## src/rtl/square_calc.sv

```systemverilog
`default_nettype none
// ============================================================================
// Module   : square_calc
// Purpose  : Iterative squarer. Sums the first N odd numbers to form N*N,
//            with a start/ready handshake for cross-checking root results.
// Revision : 1.0  initial release
// ============================================================================
module square_calc #(
    parameter int IN_W  = 8,
    parameter int OUT_W = 2 * IN_W
) (
    input  logic             clk,
    input  logic             rst_n,
    input  logic [IN_W-1:0]  valor_i,
    input  logic             start_i,
    output logic [OUT_W-1:0] square_o,
    output logic             ready_o,
    output logic             busy_o
);

    typedef enum logic [1:0] {
        IDLE = 2'd0,
        ACC  = 2'd1,
        DONE = 2'd2
    } state_t;

    localparam logic [IN_W-1:0] c_cnt_one = IN_W'(1);
    localparam logic [IN_W:0]   c_odd_one = (IN_W+1)'(1);
    localparam logic [IN_W:0]   c_odd_two = (IN_W+1)'(2);

    state_t            r_state;
    state_t            w_next;
    logic [IN_W-1:0]   r_op;
    logic [IN_W-1:0]   r_cnt;
    logic [IN_W:0]     r_odd;
    logic [OUT_W-1:0]  r_acc;
    logic [OUT_W-1:0]  r_square;

    logic              w_accept;
    logic              w_last;
    logic [OUT_W-1:0]  w_sum;

    assign w_accept = (r_state == IDLE) && start_i;
    // The edge that performs the N-th addition is the one where cnt reaches N-1.
    assign w_last   = (r_cnt == (r_op - c_cnt_one));
    assign w_sum    = r_acc + OUT_W'(r_odd);

    always_ff @(posedge clk or negedge rst_n) begin
        if (!rst_n) begin
            r_state <= IDLE;
        end else begin
            r_state <= w_next;
        end
    end

    always_comb begin
        w_next = r_state;
        case (r_state)
            IDLE: begin
                if (start_i) begin
                    w_next = (valor_i != '0) ? ACC : DONE;
                end
            end
            ACC: begin
                if (w_last) begin
                    w_next = DONE;
                end
            end
            DONE:    w_next = IDLE;
            default: w_next = IDLE;
        endcase
    end

    always_ff @(posedge clk or negedge rst_n) begin
        if (!rst_n) begin
            r_op     <= '0;
            r_cnt    <= '0;
            r_odd    <= '0;
            r_acc    <= '0;
            r_square <= '0;
        end else if (w_accept) begin
            r_op  <= valor_i;
            r_cnt <= '0;
            r_odd <= c_odd_one;
            r_acc <= '0;
            // A zero operand never enters ACC, so its result is produced here.
            if (valor_i == '0) begin
                r_square <= '0;
            end
        end else if (r_state == ACC) begin
            r_acc <= w_sum;
            r_odd <= r_odd + c_odd_two;
            r_cnt <= r_cnt + c_cnt_one;
            if (w_last) begin
                r_square <= w_sum;
            end
        end
    end

    assign square_o = r_square;
    assign ready_o  = (r_state == DONE);
    assign busy_o   = (r_state != IDLE);

endmodule
`default_nettype wire

```

## config.mk

```make
export PLATFORM = sky130hd
export DESIGN_NAME = square_calc
export DESIGN_NICKNAME = d
export VERILOG_FILES = /design/src/rtl/square_calc.sv
export SDC_FILE = /design/constraint.sdc
export NUM_CORES = 1
export LEC_CHECK = 0
export CORE_ASPECT_RATIO = 0.5
export CORE_MARGIN = 4
export CORE_UTILIZATION = 44
export CTS_BUF_LIST = sky130_fd_sc_hd__clkbuf_16
export DETAILED_ROUTE_END_ITERATION = 16
export HOLD_SLACK_MARGIN = 0.08
export PLACE_DENSITY = 0.66
export SYNTH_ARGS = -nofsm -noshare
export SYNTH_HDL_FRONTEND = slang
export SYNTH_SLANG_ARGS = --single-unit
```

## constraint.sdc

```tcl
create_clock -name clk -period 3.3 [get_ports clk]
set_clock_uncertainty 0.15 [all_clocks]
set_input_delay 0.33 -clock clk [delete_from_list [all_inputs] [get_ports clk]]
set_output_delay 0.33 -clock clk [all_outputs]
set_load 0.02 [all_outputs]
```

==> results.yml <==
outcome:
  status: "finished, final reports clean"
route:
  route.vias.total: 2604
  ant_nets: 0
  vias_per_cell: 5.414
  drc: 0
  drt_pass1_iterations: 4
  totalWireLength_um: 6995
  drt_iter0_markers: 141
  wl_per_cell_um: 14.54
timing:
  rsz0062_at_grt: "no"
  setup_viol: 0
  min_period_over_period: 0.7571
  post-route-min-period_ns: 2.498
  slew_headroom: 0.3686
  fmax_mhz: 400.2
  tightest_slew_ns: 0.9470
  whs_ns: 0.3405
  fin_tns_setup_ns: 0
  hold_violations: 0
  slew_viol_final: 0
die:
  row_count: 22
  die-height_um: 69.84
  die_width_um: 131.7
  io_pins: 29
  core_um2: 7377
  initial_core_util: 0.4561
  dieArea_um2: 9195
clocking:
  cts_buffers: 9
  cts_tree: "built"
  cts_resized: 0
  clk_latency_ns: 0.33
  cts_htree_levels: 3
  post-cts-setup-buffers: 0
  clockBufferDepth: 2
  clkSlewWorstSetupHoldPaths_ns: 0.05
  cts_root_buffer: "clkbuf_16"
  clkSinkCount: 59
critical_path:
  critPathArrivalTime_ns: 2.56
  worstSetupPathType: "flop to flop"
  cp_cell_sequence: "inv_1, ha_1, xnor3_1, nand3_1, a221oi_2, nand3_2, buf_4, mux2_4"
  crit_path_max_incr_delay_ns: 0.43
  cp-end-kind: "flop"
  required_ns: 3.36
  worst_setup_path_start_kind: "flop"
  path_max_fanout: 32
  crit_slowest_cell: "dfrtp_1"
synth:
  synth_top_area_cell: "dfrtp_1"
  syn_nets: 374
  yosysUniqueCellTypes: 52
  netlist_top_cells_area: "dfrtp_1, nand2_1, xnor2_1"
  synth.top_cells.by_count: "dfrtp_1, nand2_1, nor2_1, o21ai_0, nand3_1"
  syn_inst: 350
  yosys_warnings: 0
  netlist.area_leader.share: 0.4388
  ys_seq_elements: 59
  synth-main-ff-cell: "dfrtp_1"
  syn_area_per_cell_um2: 9.613
  syn_area_um2: 3364
  synth_edf_count: 0
  synth.most_common_cell: "dfrtp_1"
  async_reset_ff_frac: 1.000
  synth-seq-area-share: 0.4388
cells_and_area:
  area_delta_synth_final_pct: 18.19
  nNetsFinal: 405
  drive_gt1_frac: 0.1273
  fin_cells: 481
  antenna-diode-count: 0
grt:
  grt_max_degree: 41
  grt_pass1_wl_um: 12310
  antenna_found_initial: 0
  grt_pass1_vias: 2642
  grt-ovfl-total: 0
  grtUsageTotal: 0.1673
placement:
  hpwl_um: 4853
  place_inst: 465
  portBuffers: 28
  gp_congestion: 0.8180
power_and_ir_drop:
  p_leak_nw: 1.789
  powerDensity_nw_per_um2: 1002
  vdd_ir_drop_max_mv: 0.3783
  total_power_mw: 3.985
run:
  cap_violations: 0
min_path:
  hp-class: "flop to flop"
[area by class of cell]
cell class / count / area (µm²)
fillers: 677 / 3401
multi-input cells: 267 / 1774
flip-flops and latches: 59 / 1476
repair buffers: 33 / 315.3
clock buffers: 9 / 225.2
well taps: 96 / 120.1
inverters: 11 / 41.29
clock inverters: 6 / 23.77
[stage by stage]
stage | utilization | area [µm²] | setup slack, ns
3_3_place_gp | 0.5039 | 3717 | 0.6761
2_1_floorplan | - | 3364 | 1.172
4_1_cts | 0.5390 | 3976 | 0.7812
6_report | 0.5390 | 3976 | 0.8015
5_1_grt | 0.5390 | 3976 | 0.6083
3_5_place_dp | 0.5039 | 3717 | 0.6292
[state kept, by name, summed over array words and instances, names as in the netlist]
name      count
r_op          8
r_cnt         8
r_state       2
r_acc        16
square_o     16
r_odd         9
[cell families after synthesis]
group                    synth area share
XOR/XNOR                          0.07177
adder cells (fa/ha/maj)           0.05058
multiplexers                      0.02529
flip-flops                         0.4388
AND/OR/NAND/NOR                    0.2358
AO/OA/AOI/OAI                      0.1439
buffers and inverters             0.03384
[layer usage]
layer | vias up | global-route usage | wire [µm]
li1 | 1298 | - | -
met4 | 0 | 0.05821 | 104
met5 | - | 0 | 0
met3 | 11 | 0.06594 | 385
met2 | 57 | 0.2613 | 3155
met1 | 1238 | 0.2125 | 3350
[worst max-delay path: cells and delay by family (launching register included)]
family / cells / cell delay (ns)
AO/OA/AOI/OAI: 1 / 0.25
XOR/XNOR: 1 / 0.38
adder cells (fa/ha/maj): 1 / 0.24
buffers and inverters: 2 / 0.38
flip-flops: 1 / 0.43
multiplexers: 1 / 0.35
AND/OR/NAND/NOR: 2 / 0.20
[placed cells by master (no fill, tap or decap), drive strengths merged, types with 2 or more instances in the layout]
| master | count |
|---|---|
| nand4 | 5 |
| nand3 | 36 |
| inv | 11 |
| and2 | 5 |
| clkinv | 6 |
| nor3b | 2 |
| or4 | 2 |
| clkbuf | 9 |
| ha | 12 |
| nand2 | 53 |
| mux2i | 7 |
| a21o | 2 |
| nand2b | 2 |
| nor3 | 8 |
| a211oi | 2 |
| a21boi | 2 |
| and3 | 2 |
| buf | 5 |
| xnor2 | 20 |
| dfrtp | 59 |
| xor2 | 5 |
| o211ai | 4 |
| nor2 | 24 |
| o21ai | 45 |
| clkdlybuf4s50 | 27 |
| a21oi | 7 |
| nor2b | 2 |
[report_power, final]
| group | internal, mW | leakage [nW] | switching, mW |
|---|---|---|---|
| registers | 1.01 | 0.721 | 0.287 |
| clock network | 0.486 | 0.123 | 0.299 |
| logic | 0.850 | 0.945 | 1.06 |
[timing repair]
| item | 4_1_cts | 5_1_grt |
|---|---|---|
| setup endpoints to repair | 0 | 0 |
| hold buffers | 1 | 0 |
| endpoints found under the hold margin | 39 | 0 |
[worst paths after layout]
kind,from,end,slack (ns),depth (start not counted)
min,r_acc[15],r_acc[15],0.34,1
min in group asynchronous,rst_n,square_o[15],0.51,2
max reg2reg,r_op[0],square_o[5],0.80,8
min reg2reg,r_acc[15],r_acc[15],0.34,1
max,r_op[0],square_o[5],0.80,8
max in group asynchronous,rst_n,square_o[13],1.69,3
(Power assumes the default switching activity.)
